--- config.mk ---
export PLATFORM = sky130hd
export DESIGN_NAME = neg_accumulator
export DESIGN_NICKNAME = d
export VERILOG_FILES = /design/src/rtl/neg_accumulator.sv
export SDC_FILE = /design/constraint.sdc
export NUM_CORES = 1
export LEC_CHECK = 0
export ABC_AREA = 0
export CAP_MARGIN = 10
export CORE_ASPECT_RATIO = 1.1
export CORE_UTILIZATION = 46
export DETAILED_ROUTE_END_ITERATION = 7
export GPL_ROUTABILITY_DRIVEN = 0
export PLACE_DENSITY_LB_ADDON = 0.15
export SLEW_MARGIN = 30
export SYNTH_ARGS = -nofsm -noshare
export SYNTH_HDL_FRONTEND = slang
export SYNTH_SLANG_ARGS = --single-unit
--- constraint.sdc ---
create_clock -name clk -period 1.91 [get_ports clk]
set_input_delay 0.382 -clock clk [delete_from_list [all_inputs] [get_ports clk]]
set_output_delay 0.382 -clock clk [all_outputs]
set_load 0.02 [all_outputs]
--- src/rtl/neg_accumulator.sv ---
// Frame accumulator for signed samples from the negation stage: sums COUNT samples per frame
// and presents the sum plus a sticky overflow flag. Optional saturation via NEG_ACC_SAT_EN.
module neg_accumulator #(
  parameter int WIDTH     = 8,
  parameter int ACC_WIDTH = 12,
  parameter int COUNT     = 4
) (
  input  logic                 clk,
  input  logic                 rst_n,
  input  logic                 clr,
  input  logic                 in_valid,
  output logic                 in_ready,
  input  logic [WIDTH-1:0]     in_data,
  output logic                 out_valid,
  input  logic                 out_ready,
  output logic [ACC_WIDTH-1:0] out_sum,
  output logic                 out_ovf,
  output logic                 busy
);

  localparam int CNT_W = $clog2(COUNT + 1);
  localparam logic [ACC_WIDTH-1:0] ACC_MAX = {1'b0, {(ACC_WIDTH-1){1'b1}}};
  localparam logic [ACC_WIDTH-1:0] ACC_MIN = {1'b1, {(ACC_WIDTH-1){1'b0}}};

  typedef enum logic [1:0] {
    IDLE  = 2'd0,
    ACCUM = 2'd1,
    HOLD  = 2'd2
  } state_t;

  state_t                 state_reg, state_next;
  logic [ACC_WIDTH-1:0]   acc_reg, acc_next;
  logic [CNT_W-1:0]       cnt_reg, cnt_next;
  logic                   ovf_reg, ovf_next;

  logic [ACC_WIDTH-1:0]   sext_data;
  logic [ACC_WIDTH-1:0]   sum_raw;
  logic [ACC_WIDTH-1:0]   add_res;
  logic                   add_ovf;
  logic                   in_fire;
  logic                   last_sample;

  // Sign extension: replicate the sample MSB into the upper accumulator bits.
  assign sext_data[WIDTH-1:0] = in_data;
  for (genvar gi = WIDTH; gi < ACC_WIDTH; gi++) begin : g_sext
    assign sext_data[gi] = in_data[WIDTH-1];
  end

  assign sum_raw = acc_reg + sext_data;
  assign add_ovf = (acc_reg[ACC_WIDTH-1] == sext_data[ACC_WIDTH-1]) &&
                   (sum_raw[ACC_WIDTH-1] != acc_reg[ACC_WIDTH-1]);

`ifdef NEG_ACC_SAT_EN
  // Clamp toward the sign of the operands when the sum wraps.
  assign add_res = add_ovf ? (acc_reg[ACC_WIDTH-1] ? ACC_MIN : ACC_MAX) : sum_raw;
`else
  assign add_res = sum_raw;
`endif

  assign in_fire     = in_valid & in_ready;
  assign last_sample = (cnt_reg == CNT_W'(COUNT - 1));

  // State register
  always_ff @(posedge clk or negedge rst_n) begin
    if (!rst_n) begin
      state_reg <= IDLE;
    end else begin
      state_reg <= state_next;
    end
  end

  // Next-state logic; clr overrides every transition.
  always_comb begin
    state_next = state_reg;
    if (clr) begin
      state_next = IDLE;
    end else begin
      case (state_reg)
        IDLE:    if (in_fire) state_next = (COUNT == 1) ? HOLD : ACCUM;
        ACCUM:   if (in_fire && last_sample) state_next = HOLD;
        HOLD:    if (out_ready) state_next = IDLE;
        default: state_next = IDLE;
      endcase
    end
  end

  // Outputs decoded from the state register only.
  always_comb begin
    in_ready  = (state_reg != HOLD);
    out_valid = (state_reg == HOLD);
    busy      = (state_reg != IDLE);
    out_sum   = out_valid ? acc_reg : '0;
    out_ovf   = out_valid & ovf_reg;
  end

  // Datapath next values
  always_comb begin
    acc_next = acc_reg;
    cnt_next = cnt_reg;
    ovf_next = ovf_reg;
    if (clr) begin
      acc_next = '0;
      cnt_next = '0;
      ovf_next = 1'b0;
    end else if (in_fire) begin
      if (state_reg == IDLE) begin
        acc_next = sext_data;
        cnt_next = CNT_W'(1);
        ovf_next = 1'b0;
      end else begin
        acc_next = add_res;
        cnt_next = cnt_reg + CNT_W'(1);
        ovf_next = ovf_reg | add_ovf;
      end
    end
  end

  always_ff @(posedge clk or negedge rst_n) begin
    if (!rst_n) begin
      acc_reg <= '0;
      cnt_reg <= '0;
      ovf_reg <= 1'b0;
    end else begin
      acc_reg <= acc_next;
      cnt_reg <= cnt_next;
      ovf_reg <= ovf_next;
    end
  end

endmodule

; After elaboration in Yosys (flattened, before gate mapping)
; Index checks and enable logic that the tools add are counted.
[word_totals]
register_bits = 18
input_bits = 13
out_inout_bits = 16
word_cells = 39
[classes]
n_addsub = 2
muxes = 15
n_bitwise = 3
n_reduce_logical = 6
n_eq_ne = 9
[op_table]
columns = cell, count
row1 = 12-bit two-way mux, 4
row2 = 12-bit adder, 1
row3 = 3-bit two-way mux, 3
row4 = 2-bit two-way mux, 4
row5 = 3-bit != test (second input constant), 2
row6 = 2-bit case mux with 3 select lines, 1
row7 = 2-bit nonzero test, 2
row8 = 3-bit by 1-bit adder with 3-bit output (second input constant), 1
row9 = 3-bit by 2-bit equality test with 1-bit output (second input constant), 1
row10 = 1-bit two-way mux, 3
row11 = 3-bit by 2-bit != test with 1-bit output (second input constant), 1
row12 = 3-bit AND reduction, 1
row13 = 1-bit AND, 2
row14 = 2-bit by 1-bit equality test with 1-bit output (second input constant), 1
row15 = 2-bit equality test (second input constant), 1
row16 = 1-bit logical AND, 2
row17 = 2-bit logical NOT, 1
row18 = 2-bit != test (second input constant), 1
row19 = 1-bit equality test, 1
row20 = 1-bit != test, 1
row21 = 1-bit bitwise OR, 1

; Longest topological paths before layout
[depth]
word_depth = 7
mapped_depth = 9
ltp_nobuf = 9

; Least setup slack after synthesis
; OpenSTA, ideal clock, no wires.
[synth_timing]
path_type = input -> register
from = in in_data[4]
to = reg acc_reg[11]
setup_time_ns = 0.080
required_time_ns = 1.830
setup_slack_ns = -0.127
t_arrival_ns = 1.956
path_buffers = 0
cell_stages = 7
cell_sequence = ha_1 > a21o_1 > a221oi_2 > a21oi_2 > o21ai_2 > or4b_1 > o211ai_2
[synth_via]
elab_chain_len = 4
[synth_lines]
columns = element, line_no
row1 = start: declaration, 13  ; input logic [WIDTH-1:0] in_data,
row2 = 12-bit adder, 49  ; assign sum_raw = acc_reg + sext_data;
row3 = 12-bit two-way mux, 106  ; if (state_reg == IDLE) begin
row4 = 12-bit two-way mux, 105  ; end else if (in_fire) begin
row5 = 12-bit two-way mux, 101  ; if (clr) begin
row6 = end signal: assignment, 124  ; acc_reg <= acc_next;
row7 = end: declaration, 32  ; logic [ACC_WIDTH-1:0] acc_reg, acc_next;
; Every way passes these cells. The select of a mux whose other input is x is not followed.
; A chain may end at the register's enable or synchronous reset.

; Worst setup path after layout
[layout_timing]
from = reg acc_reg[4]
to = reg acc_reg[11]
[layout_via]
elab_chain_len = 4
[layout_lines]
columns = element, line_no
row1 = 12-bit adder, 49
row2 = 12-bit two-way mux, 106
row3 = 12-bit two-way mux, 105
row4 = 12-bit two-way mux, 101
; Every way passes these cells. The select of a mux whose other input is x is not followed.

==> results.yml <==
power_and_ir_drop:
  power_frac_comb_pct: 40.3
  power_density_mw_per_mm2: 525
  vdd_drop_max_v: 0.000418
  p_sw_share_pct: 33.9
  clkPwrFrac_pct: 22.3
  internal_power_w: 0.000775
  p_switching_w: 0.000397
  p_leak_nw: 1.11
  pwr-share-seq_pct: 37.4
sta:
  worst_slew_pin_slew_ns: 0.355
  period_share_pct: 108
  totalNegativeSetupSlack_ns: -0.319
  rsz0062_at_grt: "yes"
  setup_viol: 4
  max_freq_mhz: 485
  drv_slew: 0
  hold_slack_ns: 0.386
  finalCriticalPeriod_ns: 2.06
  finalClockSkew_ns: 0.00884
  final_hold_viol_count: 0
  slew_headroom_pct: 76.2
  setup_slack_ns: -0.152
critical_path:
  path_max_fanout: 4
  r2r_cells: 7
  cp_cell_sequence: "ha_4 > a21o_4 > a221oi_4 > a21oi_2 > o21ai_2 > or4b_4 > o211ai_2"
  reg2reg_from: "acc_reg[4]"
  reg2reg_slack_ns: -0.15
  timing.rr.end: "acc_reg[11]"
  slowest_stage: "or4b_4"
  critical_path_required_ns: 2.15
  path_buf_inv: 0
  max_stage_delay_ns: 0.47
  critPathLaunchType: "flop"
  critPathArrivalTime_ns: 2.31
  crit_cells: 7
  crit_type: "flop to flop"
  critPathTopFamily: "compound AO/OA/AOI/OAI gates"
  endpoint_kind: "flop"
final_layout:
  postLayoutCoreUtil_pct: 77.6
  final.fill_count: 210
  drive_gt1_share_pct: 38.0
  multi_input_area_mm2: 0.00112
  area_growth_pct: 54.5
  insertedDiodeCount: 0
  regArea_um2: 450
  largest_reg_flops: 12
  fin_nets: 270
worst_hold_path:
  min_path_type: "primary input to async pin"
clock_network:
  ctsHoldBuffers: 0
  clock_path_buffers: 2
  clk_latency_ns: 0.32
  cts_tree: "done"
  htree_levels: 1
  cts_buffers: 3
  cts-root-buf: "clkbuf_4"
  cts_sinks: 18
  cts.reportedPaths.clkPinSlew_ns: 0.13
global_route:
  grt_most_used_layer: "met2"
  antenna_found_initial: 0
  grt_pass1_vias: 1527
  grt_max_degree: 19
  grt_overflow: 0
  track_usage_pct: 28.0
  grt_pass1_wl_mm: 7.14
  met2_usage_pct: 51.8
  grt_use_met1_pct: 32.2
  met3_usage_pct: 5.33
synth:
  ys_ff_latch: 18
  seq_area_frac_synth_pct: 31.2
  synth-edff-count: 0
  syn-mean-instance-area_um2: 8.71
  ys.flop_type: "dfrtp_1"
  synth.distinct_cells: 45
  synth-async-reset-ratio_pct: 100
  syn-num-nets: 193
  yosys_warnings: 0
  syn-instance-count: 166
  synth_area_mm2: 0.00145
run_status:
  violations: "setup timing"
  run_status: "finished with violations"
detailed_routing:
  drcViolationCount: 0
  via_count: 1555
  drt_first_pass_iters: 4
  drtIter0Drc: 42
  ant_nets: 0
  routedWlPerCell_um: 16.1
  routed_via_density: 5.65
  drt-total-wl_mm: 4.43
floorplan:
  die_x_um: 55.4
  initial_core_util_pct: 50.2
  ios: 29
  die_y_um: 60.8
  core-area_mm2: 0.00288
  row_count: 20
  die-area_mm2: 0.00337
placement:
  hpwl_mm: 3.08
  port_buffers: 28
job:
  max-cap-violations: 0
synthesized netlist by cell type, drive strengths merged, types with 4 or more instances:
| library cell | n | area share (%) |
|---|---|---|
| a21o | 5 | 2.6 |
| a21oi | 11 | 4.1 |
| a22o | 8 | 4.8 |
| and2 | 14 | 6.1 |
| dfrtp | 18 | 31 |
| ha | 13 | 11 |
| inv | 6 | 1.6 |
| nand2 | 18 | 4.7 |
| nand3 | 4 | 1.4 |
| nor2 | 10 | 2.6 |
| o21ai | 14 | 5.1 |
| or2 | 4 | 1.7 |
timing repair:
action / in CTS / in global routing
gates resized for setup: 44 / 26
pin swaps: 10 / 7
setup buffers: 0 / 5
cloned: 0 / 1
setup endpoints to repair: 23 / 20
through the flow:
stage / cells / power, W / worst slack, ns / cell area, um^2
2_1_floorplan: 166 / 0.000674 / 0.00000200 / 1520
3_3_place_gp: 265 / 0.000847 / -0.583 / 2130
3_5_place_dp: 265 / 0.000870 / -0.657 / 2130
4_1_cts: 269 / 0.00114 / -0.140 / 2220
5_1_grt: 275 / 0.00124 / -0.223 / 2230
6_report: 275 / 0.00117 / -0.152 / 2230
power by group through the flow:
stage / sequential (W) / clock [W] / combinational, W
3_5_place_dp: 0.000443 / 0 / 0.000427
5_1_grt: 0.000442 / 0.000284 / 0.000513
6_report: 0.000438 / 0.000262 / 0.000472
2_1_floorplan: 0.000438 / 0 / 0.000235
3_3_place_gp: 0.000441 / 0 / 0.000406
4_1_cts: 0.000437 / 0.000260 / 0.000448
logic make-up (layout without fill, tap and decap cells):
kind of cell / after synthesis / after routing / share of synthesized area (%)
and+or+nand+nor: 66 / 66 / 23.6
AOI/OAI and AO/OA: 53 / 53 / 26.4
DFF: 18 / 18 / 31.2
adders and majority gates: 14 / 14 / 12.6
buffers and inverters: 9 / 85 / 2.42
xor gates and xnor gates: 5 / 5 / 3.03
muxes: 1 / 1 / 0.779
per-layer routing:
layer	vias up	part of all wire (%)
met4	0	1.5
met1	735	43
met3	8	4.6
met5	-	0
met2	53	51
li1	759	-
final cells by class:
cell class,instances,share of cell area (%)
Clock buffer,4,1.63
Inverter,6,1.23
Multi-Input combinational cell,139,50.2
Sequential cell,18,20.2
Tap cell,33,1.85
Timing Repair Buffer,74,24.7
Timing Repair inverter,1,0.224
layout by cell type, fill, tap and decap left out, drive strengths merged, types with 2 or more instances in the layout:
master          n
nor2           10
or2             4
clkdlybuf4s50   4
dfrtp          18
nor2b           3
nand3           4
nand2          18
xnor2           3
o2111ai         2
buf            46
and2           14
nand2b          3
ha             13
nor3b           2
o21ai          14
a22o            8
and3            2
clkbuf         16
nor3            3
inv             5
a21o            5
dlygate4sd2    11
clkinv          2
a21oi          11
xor2            2
o31ai           2
worst max path at each step:
stage	startpoint	endpoint	slack (ns)
CTS	acc_reg[0]	acc_reg[10]	-0.14
global placement	in_data[7]	acc_reg[11]	-0.58
finish	acc_reg[4]	acc_reg[11]	-0.15
floorplan	in_data[0]	acc_reg[10]	0.000002
detailed placement	in_data[7]	acc_reg[11]	-0.66
global route	acc_reg[4]	acc_reg[11]	-0.22
Power figures use the tool's default switching activity.
